`src/rtl/router_cfg_sequencer_pkg.sv`:
```
// Shared types and field layout for the router configuration sequencer.
// A context word is {regbypass, sel[out6] .. sel[out0]}, one select field per output.
package router_cfg_sequencer_pkg;

    localparam int unsigned CFG_NUM_PORTS  = 7;
    localparam int unsigned CFG_NUM_REG    = 4;
    localparam int unsigned CFG_SEL_W      = CFG_NUM_PORTS;
    localparam int unsigned CFG_XBAR_LSB   = 0;
    localparam int unsigned CFG_XBAR_W     = CFG_NUM_PORTS * CFG_SEL_W;
    localparam int unsigned CFG_REGBYP_LSB = CFG_XBAR_LSB + CFG_XBAR_W;
    localparam int unsigned CFG_WORD_W     = CFG_REGBYP_LSB + CFG_NUM_REG;

    typedef enum logic [1:0] {
        CFG_SEQ_IDLE,
        CFG_SEQ_RUN,
        CFG_SEQ_DONE
    } cfg_seq_state_e;

endpackage

```
`src/rtl/router_cfg_sequencer_ctx_mem.sv`:
```
// Context memory: one write port and one registered read port.
// Not reset; contents are undefined until written by the host.
module cfg_ctx_mem #(
    parameter int unsigned DEPTH = 16,
    parameter int unsigned WIDTH = 53,
    localparam int unsigned AW   = $clog2(DEPTH)
) (
    input  logic             clk_g_0,
    input  logic             we,
    input  logic [AW-1:0]    waddr,
    input  logic [WIDTH-1:0] wdata,
    input  logic             re,
    input  logic [AW-1:0]    raddr,
    output logic [WIDTH-1:0] rdata
);

    logic [WIDTH-1:0] mem [DEPTH];

    always_ff @(posedge clk_g_0) begin
        if (we) begin
            mem[waddr] <= wdata;
        end
        if (re) begin
            rdata <= mem[raddr];
        end
    end

endmodule

```
`src/rtl/router_cfg_sequencer.sv`:
```
// Replays crossbar-select/regbypass context words modulo II for a programmed
// number of iterations, with multi-hot select suppression and sticky error.
module router_cfg_sequencer
    import router_cfg_sequencer_pkg::*;
#(
    parameter int unsigned NUM_PORTS = CFG_NUM_PORTS,
    parameter int unsigned NUM_REG   = CFG_NUM_REG,
    parameter int unsigned CFG_DEPTH = 16,
    parameter int unsigned ITER_W    = 16,
    localparam int unsigned CTX_W    = $clog2(CFG_DEPTH),
    localparam int unsigned XBAR_W   = NUM_PORTS * NUM_PORTS,
    localparam int unsigned CFG_W    = XBAR_W + NUM_REG
) (
    input  logic               clk_g_0,
    input  logic               reset,
    input  logic               i__cfg_we,
    input  logic [CTX_W-1:0]   i__cfg_addr,
    input  logic [CFG_W-1:0]   i__cfg_data,
    input  logic [CTX_W:0]     i__ii,
    input  logic [ITER_W-1:0]  i__iter_count,
    input  logic               i__start,
    input  logic               i__stop,
    output logic [XBAR_W-1:0]  o__xbar_sel,
    output logic [NUM_REG-1:0] o__regbypass,
    output logic               o__start_exec_shifted,
    output logic [CTX_W-1:0]   o__ctx,
    output logic               o__busy,
    output logic               o__done,
    output logic               o__err
);

    cfg_seq_state_e    state_q, state_d;
    logic [CTX_W-1:0]  ctx_q, ctx_d;
    logic [ITER_W-1:0] iter_q, iter_d;
    logic [ITER_W-1:0] iter_max_q, iter_max_d;
    logic [CTX_W:0]    ii_q, ii_d;
    logic              err_q, valid_q;
    logic              err_set, mem_we, last_ctx, last_iter;
    logic [CFG_W-1:0]  rd_data;
    logic [XBAR_W-1:0] xbar_f;
    logic [NUM_PORTS-1:0] field;
    logic              multi_hot;

    cfg_ctx_mem #(
        .DEPTH (CFG_DEPTH),
        .WIDTH (CFG_W)
    ) u_ctx_mem (
        .clk_g_0 (clk_g_0),
        .we      (mem_we),
        .waddr   (i__cfg_addr),
        .wdata   (i__cfg_data),
        .re      (state_q == CFG_SEQ_RUN),
        .raddr   (ctx_q),
        .rdata   (rd_data)
    );

    assign last_ctx  = ({1'b0, ctx_q} == (ii_q - (CTX_W+1)'(1)));
    assign last_iter = (iter_max_q != '0) && (iter_q == (iter_max_q - ITER_W'(1)));

    always_comb begin
        state_d    = state_q;
        ctx_d      = ctx_q;
        iter_d     = iter_q;
        ii_d       = ii_q;
        iter_max_d = iter_max_q;
        err_set    = 1'b0;
        mem_we     = 1'b0;
        unique case (state_q)
            CFG_SEQ_IDLE: begin
                if (i__cfg_we) begin
                    if ({1'b0, i__cfg_addr} < (CTX_W+1)'(CFG_DEPTH)) mem_we = 1'b1;
                    else err_set = 1'b1;
                end
                if (i__start) begin
                    if (i__ii != '0) begin
                        state_d    = CFG_SEQ_RUN;
                        ii_d       = (i__ii > (CTX_W+1)'(CFG_DEPTH)) ? (CTX_W+1)'(CFG_DEPTH) : i__ii;
                        iter_max_d = i__iter_count;
                        ctx_d      = '0;
                        iter_d     = '0;
                    end else begin
                        err_set = 1'b1;
                    end
                end
            end
            CFG_SEQ_RUN: begin
                if (i__cfg_we) err_set = 1'b1;
                if (last_ctx) begin
                    ctx_d  = '0;
                    iter_d = iter_q + ITER_W'(1);
                end else begin
                    ctx_d = ctx_q + CTX_W'(1);
                end
                if (i__stop || last_ctx && last_iter) state_d = CFG_SEQ_DONE;
            end
            CFG_SEQ_DONE: begin
                if (i__cfg_we) err_set = 1'b1;
                state_d = CFG_SEQ_IDLE;
            end
            default: state_d = CFG_SEQ_IDLE;
        endcase
    end

    // Multi-hot select fields are forced to zero (output idle) on the way out.
    always_comb begin
        xbar_f    = '0;
        field     = '0;
        multi_hot = 1'b0;
        for (int unsigned j = 0; j < NUM_PORTS; j++) begin
            field = rd_data[j*NUM_PORTS +: NUM_PORTS];
            if ((field & (field - NUM_PORTS'(1))) != '0) multi_hot = 1'b1;
            else xbar_f[j*NUM_PORTS +: NUM_PORTS] = field;
        end
    end

    always_ff @(posedge clk_g_0) begin
        if (reset) begin
            state_q    <= CFG_SEQ_IDLE;
            ctx_q      <= '0;
            iter_q     <= '0;
            iter_max_q <= '0;
            ii_q       <= '0;
            err_q      <= 1'b0;
            valid_q    <= 1'b0;
        end else begin
            state_q    <= state_d;
            ctx_q      <= ctx_d;
            iter_q     <= iter_d;
            iter_max_q <= iter_max_d;
            ii_q       <= ii_d;
            err_q      <= err_q | err_set | (valid_q & multi_hot);
            valid_q    <= (state_q == CFG_SEQ_RUN);
        end
    end

    assign o__xbar_sel           = valid_q ? xbar_f : '0;
    assign o__regbypass          = valid_q ? rd_data[XBAR_W +: NUM_REG] : '0;
    assign o__start_exec_shifted = valid_q;
    assign o__ctx                = ctx_q;
    assign o__busy               = (state_q != CFG_SEQ_IDLE);
    assign o__done               = (state_q == CFG_SEQ_DONE);
    assign o__err                = err_q;

endmodule

```
`config.mk`:
```
export PLATFORM = sky130hd
export DESIGN_NAME = router_cfg_sequencer
export DESIGN_NICKNAME = d
export VERILOG_FILES = /design/src/rtl/router_cfg_sequencer_pkg.sv /design/src/rtl/router_cfg_sequencer_ctx_mem.sv /design/src/rtl/router_cfg_sequencer.sv
export SDC_FILE = /design/constraint.sdc
export NUM_CORES = 1
export LEC_CHECK = 0
export CAP_MARGIN = 0
export CORE_UTILIZATION = 44
export CTS_CLUSTER_SIZE = 28
export DETAILED_ROUTE_END_ITERATION = 7
export GPL_TIMING_DRIVEN = 0
export SETUP_SLACK_MARGIN = 0.15
export SLEW_MARGIN = 20
export SYNTH_ARGS = -nofsm -noshare
export SYNTH_HDL_FRONTEND = slang
export SYNTH_HIERARCHICAL = 1
export SYNTH_SLANG_ARGS = --single-unit
```
`constraint.sdc`:
```
create_clock -name clk_g_0 -period 8.4 [get_ports clk_g_0]
set_clock_uncertainty 0.1 [all_clocks]
set_input_delay 0.84 -clock clk_g_0 [delete_from_list [all_inputs] [get_ports clk_g_0]]
set_output_delay 0.84 -clock clk_g_0 [all_outputs]
set_load 0.01 [all_outputs]
```
---- Word-level counts from Yosys, hierarchy flattened ----
Memories as Yosys holds them, arrays and structs flattened. A register that Yosys moved wholly into a read port is not among the register bits.
Cells that the tools add are included.
W data, S select, Z words.
word-level totals
  register bits ........................... 45
  memory bits (writable) .................. 848
  word-level logic and storage cells ...... 94
  memories kept ........................... 1
memory list
  memory         words  bits a word  rd ports  clocked after memory_dff  write ports  line                                RTL
  u_ctx_mem.mem  16     53           1         1                         1            router_cfg_sequencer_ctx_mem.sv:17  logic [WIDTH-1:0] mem [DEPTH];
cells by class
  add/sub/neg operators ................... 11
  magnitude comparators ................... 1
  equality and inequality tests ........... 8
  mux-type cells .......................... 36
  bitwise logic cells ..................... 10
  reduce and logical (&&, ||, !) cells .... 20
operators with widths
  cell                     count
  $and A7 B7 Y7            7
  $mux W49                 1
  $mux W7                  7
  $reduce_bool A7 Y1       7
  $sub A7 B1 Y7 const B    7
  $mux W16                 3
  $pmux W16 S2             1
  $add A16 B1 Y16 const B  1
  $eq A16 B16 Y1           1
  $mux W4                  4
  $reduce_bool A16 Y1      1
  $sub A16 B1 Y16 const B  1
  $mux W1                  13
  $reduce_and A3 Y1        3
  $ne A2 B2 Y1 const B     4
  $pmux W4 S2              1
  $mux W2                  3
  $eq A4 B5 Y1             1
  $gt A5 B5 Y1 const B     1
  $mux W5                  1
  $reduce_bool A5 Y1       1
  $sub A5 B1 Y5 const B    1
  $add A4 B1 Y4 const B    1
  $pmux W2 S2              1
  other kinds (11)         14

---- Longest topological paths before layout ----
  word-level depth ........................ 12
  depth in mapped cells ................... 11
  gate-level depth less buffers ........... 9

---- Cells and area by module ----
The synthesis kept the hierarchy.
modules (own cells, without submodules)
  module                times used  cells an instance  area each (µm²)  seq. area each (µm²)
  cfg_ctx_mem           1           1370               33338.2          27055.9
  router_cfg_sequencer  1           455                3445.8           900.9

---- Worst setup path before layout ----
OpenSTA, ideal clock, no wires.
  path kind ............................... input to register
  start point ............................. input i__cfg_we
  end point ............................... memory u_ctx_mem.mem[0][0] (enable)
  setup time .............................. 530 ps
  arrival ................................. 5110 ps
  required time ........................... 7770 ps
  path slack .............................. 2661 ps
  stages on the path ...................... 3
  path buffers ............................ 0
  cell sequence ........................... and2_1 or3b_2 nor3_1
on the way
  word-level cells in the longest chain between the ends .. 4
RTL lines
  element                        line                                RTL
  start: declaration             router_cfg_sequencer.sv:16          input logic i__cfg_we,
  $mux W1                        --
  $mux W1                        router_cfg_sequencer.sv:68          unique case (state_q)
  $mux W1                        router_cfg_sequencer_ctx_mem.sv:20  if (we) begin
  $mux W1 (not written as such)  router_cfg_sequencer_ctx_mem.sv:21  mem[waddr] <= wdata;
  end: declaration               router_cfg_sequencer_ctx_mem.sv:17
No other way between the ends.

---- Final worst setup path ----
  start point ............................. register valid_q, in the netlist o__start_exec_shifted
  end point ............................... output o__regbypass[0]
on the way
  word-level cells in the longest chain between the ends .. 1
RTL lines
  element                   line                         RTL
  start: declaration        router_cfg_sequencer.sv:37   logic err_q, valid_q;
  start signal: assignment  router_cfg_sequencer.sv:132  valid_q <= (state_q == CFG_SEQ_RUN);
  $mux W4                   router_cfg_sequencer.sv:137  assign o__regbypass = valid_q ? rd_data[XBAR_W +: NUM_REG] : '0;
  end: declaration          router_cfg_sequencer.sv:24   output logic [NUM_REG-1:0] o__regbypass,
No other way between the ends.

==> flow_metrics.env <==
export IMPL_outcome="finished, final reports clean"
export IMPL_critical_path_peak_fanout=10
export IMPL_dp_hpwl_um=59000
export IMPL_grt_start_max_net_pins=33
export IMPL_cts_tree="built"
export IMPL_worst_hold_slack_ns=0.380
export IMPL_hp_class="reg2reg"
export IMPL_pin_count=144
export IMPL_slew_limit_headroom_pct=35.5
export IMPL_tightest_slew_ns=0.959
export IMPL_synthCells=1825
export IMPL_syn_mean_instance_area_um2=20.2
export IMPL_slowest_stage="dfxtp_2"
export IMPL_initial_utilization_pct=44.7
export IMPL_power_static_leakage_nw=13.8
export IMPL_ctsResizeCount=0
export IMPL_area_growth_pct=19.3
export IMPL_die_area_um2=84800
export IMPL_placement_io_buffers=143
export IMPL_rsz0062_at_grt="false"
export IMPL_clk_path_buf_depth=3
export IMPL_grt_antenna_before_repair=5
export IMPL_numClockSinks=946
export IMPL_power_density_cells_nw_per_um2=235
export IMPL_final_critical_path_setup_slack_ns=3.72
export IMPL_wl_um=90700
export IMPL_grt_pass1_wl_um=134000
export IMPL_critical_path_buf_inv_count=3
export IMPL_gp_congestion=0.781
export IMPL_yosys_register_bits=946
export IMPL_dr_total_vias=19200
export IMPL_mappedNetlistArea_um2=36800
export IMPL_vias_per_cell=5.85
export IMPL_drv_max_cap_violation_count=0
export IMPL_row_count=105
export IMPL_ant_cells=0
export IMPL_design_core_area_um2=82400
export IMPL_cts_root_buffer_cell="clkbuf_16"
export IMPL_synthesis_yosys_warnings=6
export IMPL_dr_drc_count=0
export IMPL_clock_latency_ns=0.65
export IMPL_antenna_violating_nets_post_route=0
export IMPL_dp_worst_setup_slack_ns=4.37
export IMPL_first_global_vias=19900
export IMPL_die_width_um=291
export IMPL_clock_buffer_count_from_cts=96
export IMPL_grt_total_usage_pct=21.6
export IMPL_clkSlewWorstSetupHoldPaths_ns=0.06
export IMPL_synth_edf_count=901
export IMPL_critical_path_top_delay_family="buffers and inverters"
export IMPL_yosys_cell_types_count=61
export IMPL_nNetsFinal=2230
export IMPL_worstSetupStartpointType="register"
export IMPL_crit_path_class="reg2out"
export IMPL_drt_initial_drc_count=1770
export IMPL_fmax_ghz=0.214
export IMPL_asyncSetResetFlopFracSynth_pct=0
export IMPL_ir_worst_vdd_uv=152
export IMPL_global_route_overflow_total=0
export IMPL_clock_tree_htree_level_count=3
export IMPL_synth_common_cells="901 x edfxtp_1, 212 x mux4_2, 106 x a22oi_1"
export IMPL_endpoint_kind="output pin"
export IMPL_synth_top_area_share_pct=73.6
export IMPL_total_iterations_of_the_first_detailed_routing_run=6
export IMPL_drive_above_1_share_pct=22.1
export IMPL_critPathMaxStageDelay_ns=0.81
export IMPL_timing_final_hold_violations=0
export IMPL_synth_seq_area_share_pct=76.0
export IMPL_yosys_cell_count_top_type="edfxtp_1"
export IMPL_setup_viol_count_final=0
export IMPL_net_count_after_synthesis=1917
export IMPL_final_fill_count=6265
export IMPL_arrival_time_of_data_at_the_critical_path_endpoint_ns=3.74
export IMPL_post_cts_buffers=0
export IMPL_synthTopCellsByArea="edfxtp_1 74%, mux4_2 13%, dfxtp_1 2.4%"
export IMPL_post_route_period_util_pct=55.7
export IMPL_cts_hold_buf=0
export IMPL_average_wire_per_cell_in_the_routed_design_um=27.6
export IMPL_worst_ep_required_time_ns=7.46
export IMPL_period_needed_ns=4.68
export IMPL_synth_area_leader_cell="edfxtp_1"
export IMPL_die_height_um=291
export IMPL_cp_cell_sequence="clkbuf_2 > clkbuf_1 > and2_1 > clkdlybuf4s50_1"
export IMPL_setup_tns_final_ns=0
export IMPL_postSynth_topFlopCell="edfxtp_1"
export IMPL_slew_violations=0
-- worst paths after layout --
check	start	to	slack [ns]	cells after the start
max	o__start_exec_shifted$_SDFF_PP0_	o__regbypass[0]	3.72	4
max reg2reg	state_q[1]$_SDFFE_PP0P_	u_ctx_mem/mem[8][20]$_DFFE_PP_	4.95	9
min reg2reg	ii_q[1]$_SDFFE_PP0P_	ii_q[1]$_SDFFE_PP0P_	0.38	2
min	ii_q[1]$_SDFFE_PP0P_	ii_q[1]$_SDFFE_PP0P_	0.38	2
-- sequential cells by signal, indices dropped and copies added, names as in the netlist --
register and flops:
u_ctx_mem/mem 848, u_ctx_mem/rdata 53, iter_max_q 16, iter_q 16, ii_q 5, o__ctx 4, state_q 2, o__err 1
o__start_exec_shifted 1
-- cells by family (layout without fill, tap and decap cells) --
logic type,after synthesis,in the layout,synth area share (%)
muxes,213,213,13.0
and+or+nand+nor,314,314,4.37
DFF,946,946,76.0
buffers and inverters,103,495,1.39
xor gates and xnor gates,39,39,0.929
AOI/OAI and AO/OA,194,194,3.81
adders and majority gates,16,16,0.497
-- per-layer routing --
metal / up-vias / global-route usage (%) / wire (µm)
met1: 10300 / 30.1 / 38300
met5: - / 0 / 30
met2: 643 / 36.0 / 45100
li1: 8170 / - / -
met3: 125 / 3.44 / 5590
met4: 6 / 5.15 / 1650
-- layout by cell type (no fill, tap or decap), types with 7 or more instances in the layout --
| cell type | instances |
|---|---|
| a2111oi_0 | 7 |
| a21oi_1 | 37 |
| a22oi_1 | 106 |
| and2_1 | 45 |
| and3_1 | 19 |
| buf_1 | 13 |
| buf_12 | 21 |
| buf_16 | 15 |
| buf_2 | 21 |
| buf_4 | 33 |
| buf_6 | 17 |
| bufinv_16 | 7 |
| clkbuf_1 | 58 |
| clkbuf_16 | 99 |
| clkdlybuf4s50_1 | 143 |
| clkinv_1 | 26 |
| clkinv_2 | 18 |
| dfxtp_1 | 44 |
| edfxtp_1 | 901 |
| ha_1 | 8 |
| inv_1 | 10 |
| maj3_1 | 7 |
| mux4_2 | 212 |
| nand2_1 | 105 |
| nand3_1 | 11 |
| nand4_1 | 13 |
| nor2_1 | 37 |
| nor2_4 | 12 |
| nor2b_1 | 11 |
| nor3_1 | 8 |
| o21a_1 | 8 |
| o22ai_1 | 7 |
| or3_1 | 8 |
| xnor2_1 | 13 |
| xor2_1 | 26 |
-- worst register-to-register path: cells and delay by family, from the launching register on --
| kind | cells | cell delay (ns) |
|---|---|---|
| buffers and inverters | 5 | 1.13 |
| adders and majority gates | 1 | 0.22 |
| DFF | 1 | 0.34 |
| and+or+nand+nor | 3 | 1.36 |
-- final cells by class --
type | count | area, µm² | area share [%]
repair buffers | 215 | 2560 | 5.85
multi-input cells | 776 | 8450 | 19.3
flip-flops and latches | 946 | 28000 | 63.7
clock buffers | 117 | 2570 | 5.87
well taps | 1070 | 1340 | 3.05
inverters | 10 | 37.5 | 0.0856
plain buffers | 93 | 474 | 1.08
clock inverters | 60 | 469 | 1.07
-- report_power, final --
| part | switching (W) | internal (W) | total (W) |
|---|---|---|---|
| Sequential | 0.0000472 | 0.00527 | 0.00532 |
| Clock | 0.00173 | 0.00239 | 0.00412 |
| Combinational | 0.000481 | 0.000415 | 0.000895 |
| Total | 0.00226 | 0.00807 | 0.0103 |
-- metrics by stage --
| step | area [µm²] | cells | power, W | utilization [%] |
|---|---|---|---|---|
| after detailed placement | 40800 | 3110 | 0.00632 | 49.6 |
| after CTS | 43900 | 3287 | 0.0104 | 53.3 |
| after floorplan | 36800 | 1825 | 0.00598 | - |
| final | 43900 | 3287 | 0.0103 | 53.3 |
| after global routing | 43900 | 3287 | 0.0107 | 53.3 |
| after global placement | 39600 | 3038 | 0.00628 | 48.0 |
Note: power is estimated with default switching activity, not from simulation.
